**config.mk**
```make
export PLATFORM = sky130hd
export DESIGN_NAME = pr_ar_scheduler
export DESIGN_NICKNAME = d
export VERILOG_FILES = /design/src/rtl/pr_ar_scheduler.sv
export SDC_FILE = /design/constraint.sdc
export NUM_CORES = 1
export LEC_CHECK = 0
export BUFFER_PORTS_ARGS = -buffer_cell sky130_fd_sc_hd__clkbuf_2
export CORE_ASPECT_RATIO = 0.75
export CORE_MARGIN = 8
export CORE_UTILIZATION = 42
export CTS_BUF_LIST = sky130_fd_sc_hd__clkbuf_4 sky130_fd_sc_hd__clkbuf_8
export CTS_CLUSTER_DIAMETER = 100
export DETAILED_ROUTE_END_ITERATION = 10
export GPL_ROUTABILITY_DRIVEN = 0
export PLACE_DENSITY = 0.88
export SETUP_SLACK_MARGIN = 0.3
export SLEW_MARGIN = 20
export SYNTH_ARGS = -nofsm -noshare
export SYNTH_HDL_FRONTEND = slang
export SYNTH_SLANG_ARGS = --single-unit
```
**constraint.sdc**
```tcl
create_clock -name clk -period 2.72 [get_ports clk]
set_clock_uncertainty 0.15 [all_clocks]
set_input_delay 0.272 -clock clk [delete_from_list [all_inputs] [get_ports clk]]
set_output_delay 0.272 -clock clk [all_outputs]
set_load 0.02 [all_outputs]
```
**src/rtl/pr_ar_scheduler.sv**
```systemverilog
// Arbitrates the DDR AR channel between demand and prefetch requesters, tracks
// outstanding bursts from R-channel last beats and runs the stop/drain/resume flush.
module pr_ar_scheduler #(
  parameter int ADDR_BITS         = 16,
  parameter int TID_WIDTH         = 8,
  parameter int BURST_LEN_WIDTH   = 8,
  parameter int LOG_QUEUE_SIZE    = 3,
  parameter int PRFETCH_FRQ_WIDTH = 6
) (
  input  logic                         clk,
  input  logic                         resetN,
  input  logic                         en,
  input  logic                         dm_ar_valid,
  output logic                         dm_ar_ready,
  input  logic [ADDR_BITS-1:0]         dm_ar_addr,
  input  logic [BURST_LEN_WIDTH-1:0]   dm_ar_len,
  input  logic [TID_WIDTH-1:0]         dm_ar_id,
  input  logic                         pf_ar_valid,
  output logic                         pf_ar_ready,
  input  logic [ADDR_BITS-1:0]         pf_ar_addr,
  input  logic [BURST_LEN_WIDTH-1:0]   pf_ar_len,
  input  logic [TID_WIDTH-1:0]         pf_ar_id,
  output logic                         m_ar_valid,
  input  logic                         m_ar_ready,
  output logic [ADDR_BITS-1:0]         m_ar_addr,
  output logic [BURST_LEN_WIDTH-1:0]   m_ar_len,
  output logic [TID_WIDTH-1:0]         m_ar_id,
  output logic                         m_ar_isPrefetch,
  input  logic                         m_r_valid,
  input  logic                         m_r_ready,
  input  logic                         m_r_last,
  input  logic [LOG_QUEUE_SIZE:0]      crs_prOutstandingLimit,
  input  logic [PRFETCH_FRQ_WIDTH-1:0] crs_prBandwidthThrottle,
  input  logic                         flushReq,
  output logic                         flushDone,
  output logic [LOG_QUEUE_SIZE:0]      outstandingCnt,
  output logic                         errUnderflow
);

  localparam int CNT_W = LOG_QUEUE_SIZE + 1;
  localparam logic [CNT_W-1:0] CNT_MAX = '1;
  localparam logic [CNT_W-1:0] CNT_ONE = CNT_W'(1);
  localparam logic [PRFETCH_FRQ_WIDTH-1:0] THR_ONE = PRFETCH_FRQ_WIDTH'(1);

  typedef enum logic [1:0] {
    ST_ARB   = 2'd0,
    ST_HOLD  = 2'd1,
    ST_FLUSH = 2'd2
  } state_e;

  state_e state_q, state_d;

  logic [ADDR_BITS-1:0]         addr_q, addr_d;
  logic [BURST_LEN_WIDTH-1:0]   len_q, len_d;
  logic [TID_WIDTH-1:0]         id_q, id_d;
  logic                         is_pf_q, is_pf_d;
  logic [PRFETCH_FRQ_WIDTH-1:0] thr_q, thr_d;
  logic [CNT_W-1:0]             cnt_q, cnt_d;
  logic                         err_q, err_d;
  logic                         flush_done_q, flush_done_d;

  logic dm_grant;
  logic pf_grant;
  logic ar_hs;
  logic r_last_hs;

  always_ff @(posedge clk or negedge resetN) begin
    if (!resetN) begin
      state_q <= ST_ARB;
    end else begin
      state_q <= state_d;
    end
  end

  // A flush request takes priority over a grant in ARB; HOLD always finishes its beat first.
  always_comb begin
    state_d = state_q;
    case (state_q)
      ST_ARB: begin
        if (flushReq) begin
          state_d = ST_FLUSH;
        end else if (dm_grant || pf_grant) begin
          state_d = ST_HOLD;
        end
      end
      ST_HOLD: begin
        if (m_ar_ready) begin
          state_d = flushReq ? ST_FLUSH : ST_ARB;
        end
      end
      ST_FLUSH: begin
        if (cnt_q == '0) begin
          state_d = ST_ARB;
        end
      end
      default: state_d = ST_ARB;
    endcase
  end

  always_comb begin
    m_ar_valid   = (state_q == ST_HOLD);
    dm_ar_ready  = en && (state_q == ST_ARB) && !flushReq && (cnt_q != CNT_MAX);
    pf_ar_ready  = en && (state_q == ST_ARB) && !flushReq && !dm_ar_valid &&
                   (thr_q == '0) && (cnt_q < crs_prOutstandingLimit);
    flush_done_d = (state_q == ST_FLUSH) && (cnt_q == '0);
  end

  assign dm_grant  = dm_ar_valid && dm_ar_ready;
  assign pf_grant  = pf_ar_valid && pf_ar_ready;
  assign ar_hs     = m_ar_valid && m_ar_ready;
  assign r_last_hs = m_r_valid && m_r_ready && m_r_last;

  always_comb begin
    addr_d  = addr_q;
    len_d   = len_q;
    id_d    = id_q;
    is_pf_d = is_pf_q;
    if (dm_grant) begin
      addr_d  = dm_ar_addr;
      len_d   = dm_ar_len;
      id_d    = dm_ar_id;
      is_pf_d = 1'b0;
    end else if (pf_grant) begin
      addr_d  = pf_ar_addr;
      len_d   = pf_ar_len;
      id_d    = pf_ar_id;
      is_pf_d = 1'b1;
    end
  end

  // Only prefetch grants reload the throttle; demand traffic never waits on it.
  always_comb begin
    thr_d = thr_q;
    if (pf_grant) begin
      thr_d = crs_prBandwidthThrottle;
    end else if (thr_q != '0) begin
      thr_d = thr_q - THR_ONE;
    end
  end

  always_comb begin
    cnt_d = cnt_q;
    err_d = err_q;
    case ({ar_hs, r_last_hs})
      2'b10: begin
        if (cnt_q != CNT_MAX) begin
          cnt_d = cnt_q + CNT_ONE;
        end
      end
      2'b01: begin
        if (cnt_q == '0) begin
          err_d = 1'b1;
        end else begin
          cnt_d = cnt_q - CNT_ONE;
        end
      end
      default: cnt_d = cnt_q;
    endcase
  end

  always_ff @(posedge clk or negedge resetN) begin
    if (!resetN) begin
      addr_q       <= '0;
      len_q        <= '0;
      id_q         <= '0;
      is_pf_q      <= 1'b0;
      thr_q        <= '0;
      cnt_q        <= '0;
      err_q        <= 1'b0;
      flush_done_q <= 1'b0;
    end else begin
      addr_q       <= addr_d;
      len_q        <= len_d;
      id_q         <= id_d;
      is_pf_q      <= is_pf_d;
      thr_q        <= thr_d;
      cnt_q        <= cnt_d;
      err_q        <= err_d;
      flush_done_q <= flush_done_d;
    end
  end

  assign m_ar_addr       = addr_q;
  assign m_ar_len        = len_q;
  assign m_ar_id         = id_q;
  assign m_ar_isPrefetch = is_pf_q;
  assign outstandingCnt  = cnt_q;
  assign errUnderflow    = err_q;
  assign flushDone       = flush_done_q;

endmodule
```
==> key figures, run 1 <==
Synthesis
  • Post-synth cell types: 34
  • Largest family of logic cells by synthesized area: simple AND/OR/NAND/NOR gates
  • Post-synthesis async set-or-reset flop share: 100%
  • Adder-cell share of the synthesized area: under 10%
  • Cells after Synth: 271
  • Mapped cell area: 2380 um2
  • Count leader, synth: nand2_1
  • Ys flop type: dfrtp_1
  • Fraction of synthesized area in multiplexers: less than 1%
  • Simple-gate area share of the yosys netlist: 22.1%
  • Syn nets: roughly 370
  • Post-synthesis compound-gate area fraction: between 10% and 20%
  • Seq cells post-synth: between 40 and 50
  • Synth Area in XOR/XNOR: under 10%
  • Synth top area share: 49.3%
  • Sequential area share after synthesis: 49.3%
  • Top cells by area, synth: dfrtp_1, nand2_1, a31oi_1, nor2_1, ha_1
  • Post-synth EDFFs: 0
  • Area leader, netlist: dfrtp_1
  • Post-synth top cells: nand2_1, dfrtp_1, nor2_1
  • Warnings, synthesis: 0
  • Syn avg cell area: between 8 and 9 um2

Route
  • Routed length on met3: 550 um
  • Drt drc: 0
  • Vias per std cell: between 4 and 5
  • Total vias in the final route: 2391
  • Top layer used by detailed routing: met4
  • Wl on met1: 3120 um
  • WL per Instance: 15.5 um
  • Antenna Nets Post-Route: 0
  • Metal2 WL: 3710 um
  • Final wirelength: roughly 7500 um
  • Pre-antenna DRT Iters: 5
  • Iteration-0 DRC Markers: 93

Worst setup path
  • Kind of start point of the critical path: flip-flop
  • Crit path cell chain: or4b_4 -> a2111o_1 -> buf_6 -> nor4b_4 -> buf_4 -> buf_8 -> nand2_1 -> a31oi_1
  • CP Max Fanout: 10
  • Critical Path Sink Type: flip-flop
  • CP delay by family, top: simple AND/OR/NAND/NOR gates
  • CP max stage delay: roughly 0.53 ns
  • Req. time, crit path: 2.76 ns
  • Setup CP Type: reg2reg
  • Data arrival time of the worst path: 2.52 ns
  • Slowest cell on crit path: or4b_4
  • Worst Path Buf+Inv: 3

Finish
  • Final nets: 500
  • Area growth from synthesis to layout: 39.6%
  • ANT cells: 0
  • Share of cells above drive strength 1: between 30% and 40%
  • FF+latch area: 1180 um2
  • Number of fill cells in the layout: about 520
  • Area of the multi-input gates: 1120 um2

STA
  • Final worst path period share: 91.0%
  • Fin. max-slew vios: 0
  • Fin. Hold Viols: 0
  • Tmin final: 2.47 ns
  • Slew @ Worst Pin: 0.744 ns
  • Max Clk Rate: 404 MHz
  • Setup_tns: 0 ns
  • Setup ws final: 0.246 ns
  • RSZ-0062 raised after global routing: true
  • Worst slew margin: 50.4%
  • Endpoints failing setup: 0

Clocking
  • CTS Sinks: between 40 and 50
  • Num CTS Buffers: 5
  • Clock Latency Late Sink: around 0.29 ns
  • CTS tree: yes
  • Reg clk slew, reported paths: approximately 0.08 ns
  • Clk buf depth: 2
  • Root Driver: clkbuf_8
  • H-Tree Depth: 2

Global route
  • First-pass GRT wire length: 11900 um
  • Initial antenna violation count: 0
  • Vias in the first global route: around 2500
  • Pin count of the biggest net entering global routing: 42
  • Overflow after GRT: 0
  • Total GRT Usage: 17.9%

Place
  • Post-Place Worst Slack: 0.115 ns
  • IO Port Bufs: 125
  • Final HPWL DP: between 5000 and 6000 um

Floorplan
  • Vert. Die Dim: around 81 um
  • Die ar.: about 8400 um2
  • Core ar.: 5410 um2
  • Effective utilization at floorplan: 44.1%
  • Site row count: 23
  • IO Pins: 126
  • Die W: approximately 100 um

Run status
  • Status: finished clean

Power and ir drop
  • P_leak: 1.78 nW
  • PwrDens: around 970 nW/um2
  • Pwr Total: 0.00322 W
  • Maximum vdd ir drop: roughly 0.00043 V

Job
  • Max-Cap Viols: 0

Worst hold path
  • HP Class: in2reg
-- cells by family after synthesis --
kind of cell | after synthesis
xor+xnor | 8
flops | 47
buf+inv | 27
fa+ha+maj | 10
mux | 2
compound gates | 51
simple gates | 126
-- stage by stage --
step                      std cells  hold slack, ns  area (um2)  utilization (%)
after floorplan                 271          -0.174        2400                -
after global placement          467           0.217        3120             57.7
after detailed placement        467           0.222        3120             57.7
after CTS                       480          0.0197        3310             61.1
after global routing            480          0.0400        3330             61.5
final                           480          0.0313        3330             61.5
-- registers in the layout, indices dropped and copies added, names as in the netlist --
register	count
errUnderflow	1
flushDone	1
m_ar_addr	16
m_ar_id	8
m_ar_isPrefetch	1
m_ar_len	8
outstandingCnt	4
state_q	2
thr_q	6
-- power breakdown --
group / total [W] / internal [W] / switching, W / leakage (nW)
logic: 0.00155 / 0.000626 / 0.000925 / 1.20
registers: 0.00128 / 0.00104 / 0.000243 / 0.542
clock network: 0.000391 / 0.000182 / 0.000210 / 0.0406
-- repair_timing --
item	CTS	global route
buffers inserted	4	0
gates resized for setup	15	7
pin swaps	4	2
hold endpoints to repair	28	0
endpoints found under the setup margin	37	42
gates cloned	2	0
hold buffers	1	0
-- metal layers --
metal	GRT usage [%]	vias up
met2	31.2	87
met3	4.53	4
met1	21.5	1124
met5	0	-
li1	-	1176
met4	4.60	0
-- cell usage in the layout, fill, tap and decap left out, types with 5 or more instances in the layout --
cell / n
inv_1: 12
clkbuf_2: 124
ha_1: 8
dfrtp_1: 47
buf_4: 11
nor2_1: 35
clkbuf_8: 5
xnor2_1: 6
a31oi_1: 33
nand2_1: 76
-- worst min-delay path: stages --
cell      delay [ns]
clkbuf_2        0.07
nand2_1         0.04
nand2_1         0.05
-- layout make-up --
cell class                 count  area share, %
clock buffer                   6           2.29
timing repair buffer         143           24.6
multi-input combinational    197           33.6
inverter                      12           1.35
sequential                    47           35.4
tap                           75           2.82
-- final timing paths --
kind                                       startpoint                  endpoint  slack [ns]  cells past startpoint
hold reg to reg              errUnderflow$_DFFE_PN0P_  errUnderflow$_DFFE_PN0P_        0.32                      1
setup reg to reg               state_q[0]$_DFFE_PN0P_    m_ar_id[2]$_DFFE_PN0P_        0.25                      8
setup / recovery               state_q[0]$_DFFE_PN0P_    m_ar_id[2]$_DFFE_PN0P_        0.25                      8
min in group asynchronous                      resetN      thr_q[3]$_DFFE_PN0P_        0.43                      2
max in group asynchronous                      resetN   m_ar_len[4]$_DFFE_PN0P_        1.25                      3
hold / removal             crs_prBandwidthThrottle[1]      thr_q[1]$_DFFE_PN0P_        0.03                      3
Power figures use the tool's default switching activity.
==> inputs of run 2 (changes only) <==
--- a/config.mk
+++ b/config.mk
@@ -9,7 +9,7 @@
 export CORE_ASPECT_RATIO = 0.75
 export CORE_MARGIN = 8
 export CORE_UTILIZATION = 42
-export CTS_BUF_LIST = sky130_fd_sc_hd__clkbuf_4 sky130_fd_sc_hd__clkbuf_8
+export CTS_BUF_LIST = sky130_fd_sc_hd__clkbuf_8
 export CTS_CLUSTER_DIAMETER = 100
 export DETAILED_ROUTE_END_ITERATION = 10
 export GPL_ROUTABILITY_DRIVEN = 0
==> run 2 against run 1 <==
Against the previous run:
- first-iteration DRC count stayed put
- die area stayed put
- routed wire length hardly changed
- critical path depth stayed put
- fmax hardly changed
- via count stayed put
- largest power group unchanged
==> key figures, run 2 (synthesized netlist as in run 1, its figures left out) <==
Run status
  • Status: finished clean (unchanged)

Route
  • Drt drc: 0 (unchanged)
  • Vias per std cell: 4.98 (unchanged)
  • Total vias in the final route: 2391 (unchanged)
  • Antenna Nets Post-Route: 0 (unchanged)
  • WL per Instance: 15.5 um (about the same)
  • Pre-antenna DRT Iters: 5 (unchanged)
  • Final wirelength: 7460 um (about the same)
  • Iteration-0 DRC Markers: 93 (unchanged)

STA
  • Fin. Hold Viols: 0 (unchanged)
  • Setup_tns: 0 ns (unchanged)
  • Max Clk Rate: 404 MHz (about the same)
  • RSZ-0062 raised after global routing: true (unchanged)
  • Endpoints failing setup: 0 (unchanged)
  • Final worst path period share: 90.9% (was 91.0%)
  • Slew @ Worst Pin: 0.744 ns (about the same)
  • Final Hold Slack: 0.0310 ns (was 0.0313 ns)
  • Fin. max-slew vios: 0 (unchanged)
  • Worst slew margin: 50.4% (about the same)
  • Tmin final: 2.47 ns (about the same)

Clocking
  • CTS Sinks: 47 (unchanged)
  • H-Tree Depth: 2 (unchanged)
  • Reg clk slew, reported paths: 0.08 ns (about the same)
  • Num CTS Buffers: 5 (unchanged)
  • Clock Latency Late Sink: 0.29 ns (about the same)
  • Clk buf depth: 2 (unchanged)
  • Root Driver: clkbuf_8 (unchanged)
  • CTS tree: yes (unchanged)

Global route
  • Initial antenna violation count: 0 (unchanged)
  • Vias in the first global route: 2522 (unchanged)
  • Pin count of the biggest net entering global routing: 42 (unchanged)
  • Total GRT Usage: 17.9% (unchanged)
  • First-pass GRT wire length: 11900 um (unchanged)
  • Overflow after GRT: 0 (unchanged)

Worst setup path
  • CP Max Fanout: 10 (unchanged)
  • Critical Path Sink Type: flip-flop (unchanged)
  • Worst r2r dst: m_ar_id[2]$_DFFE_PN0P_ (unchanged)
  • Worst R2R Path Depth: 8 (unchanged)
  • Worst r2r src: state_q[0]$_DFFE_PN0P_ (unchanged)
  • Setup crit start: state_q[0]$_DFFE_PN0P_ (unchanged)
  • Data arrival time of the worst path: 2.52 ns (about the same)
  • R2R setup slack: 0.25 ns (about the same)
  • Setup CP Type: reg2reg (unchanged)
  • Kind of start point of the critical path: flip-flop (unchanged)
  • Req. time, crit path: 2.76 ns (about the same)

Worst hold path
  • Hold Crit Depth: 3 (unchanged)
  • End of the worst hold path: thr_q[1]$_DFFE_PN0P_ (unchanged)
  • Worst Hold Launch: crs_prBandwidthThrottle[1] (unchanged)
  • HP Class: in2reg (unchanged)

Floorplan
  • Die ar.: 8370 um2 (unchanged)
  • Core ar.: 5410 um2 (unchanged)
  • IO Pins: 126 (unchanged)
  • Vert. Die Dim: 81.2 um (unchanged)
  • Die W: 103 um (unchanged)
  • Effective utilization at floorplan: 44.1% (unchanged)
  • Site row count: 23 (unchanged)

Finish
  • Number of flip-flops in the largest register: 16 (unchanged)
  • Area growth from synthesis to layout: 39.4% (was 39.6%)
  • Share of cells above drive strength 1: 38.3% (was 38.5%)
  • Final core utilization: 61.4% (was 61.5%)
  • Number of fill cells in the layout: 523 (was 524)
  • Final nets: 500 (unchanged)
  • ANT cells: 0 (unchanged)
  • Most frequent cells in the layout: clkbuf_2, nand2_1, dfrtp_1, nor2_1, a31oi_1 (unchanged)
  • Commonest non-fill, non-tap cell in the layout: clkbuf_2 (unchanged)

Power and ir drop
  • Maximum vdd ir drop: 0.000429 V (about the same)
  • PwrDens: 966 nW/um2 (was 969 nW/um2)
  • P_leak: 1.78 nW (about the same)

Place
  • IO Port Bufs: 125 (unchanged)
  • Final HPWL DP: 5740 um (unchanged)

Job
  • Max-Cap Viols: 0 (unchanged)
run 2: critical path, cell delays in order (launching register included):
cell and delay, ns:
dfrtp_1 0.40, or4b_4 0.53, a2111o_1 0.34, buf_6 0.14, nor4b_4 0.23, buf_4 0.19, buf_8 0.14, nand2_1 0.05
a31oi_1 0.20
run 2: report_power, final:
group / leakage (nW) / internal [W] / switching [W]
sequential: 0.542 / 0.00104 / 0.000243
clock: 0.0413 / 0.000168 / 0.000210
combinational: 1.20 / 0.000626 / 0.000925
run 2: area by class of cell:
type / instances / area, um2 / share of cell area (%)
inverter: 12 / 45.0 / 1.36
multi-input combinational: 197 / 1120 / 33.7
timing repair buffer: 143 / 817 / 24.6
sequential: 47 / 1180 / 35.4
clock buffer: 5 / 68.8 / 2.07
tap: 75 / 93.8 / 2.82
clock inverter: 1 / 3.75 / 0.113
run 2: worst max-delay path by stage:
stage / endpoint / slack, ns
after floorplan: m_ar_addr[10]$_DFFE_PN0P_ / 0.25
after global placement: m_ar_addr[4]$_DFFE_PN0P_ / 0.22
after detailed placement: m_ar_addr[1]$_DFFE_PN0P_ / 0.12
after CTS: m_ar_id[2]$_DFFE_PN0P_ / 0.23
after global routing: m_ar_id[5]$_DFFE_PN0P_ / 0.16
final: m_ar_id[2]$_DFFE_PN0P_ / 0.25
run 2: routing by layer:
layer  share of wire, %  routed length (um)  vias to the layer above  GRT usage (%)
met5                  0                   0                        -              0
met4               0.99                  74                        0           4.60
met3                7.3                 546                        4           4.53
met2                 50                3710                       84           31.2
met1                 42                3130                     1127           21.5
li1                   -                   -                     1176              -
run 2: what timing repair did:
item	4_1_cts	5_1_grt
setup buffers	4	0
endpoints found under the setup margin	37	42
hold endpoints to repair	28	0
hold buffers	1	0
gates resized for setup	15	7
pin swaps	4	2
gates cloned	2	0
run 2: metrics by stage:
step | setup slack [ns] | instances | cell area (um2) | power (W)
floorplan | 0.251 | 271 | 2400 | 0.00223
global placement | 0.221 | 467 | 3120 | 0.00274
detailed placement | 0.115 | 467 | 3120 | 0.00283
CTS | 0.235 | 480 | 3300 | 0.00325
global route | 0.162 | 480 | 3320 | 0.00347
finish | 0.246 | 480 | 3320 | 0.00321
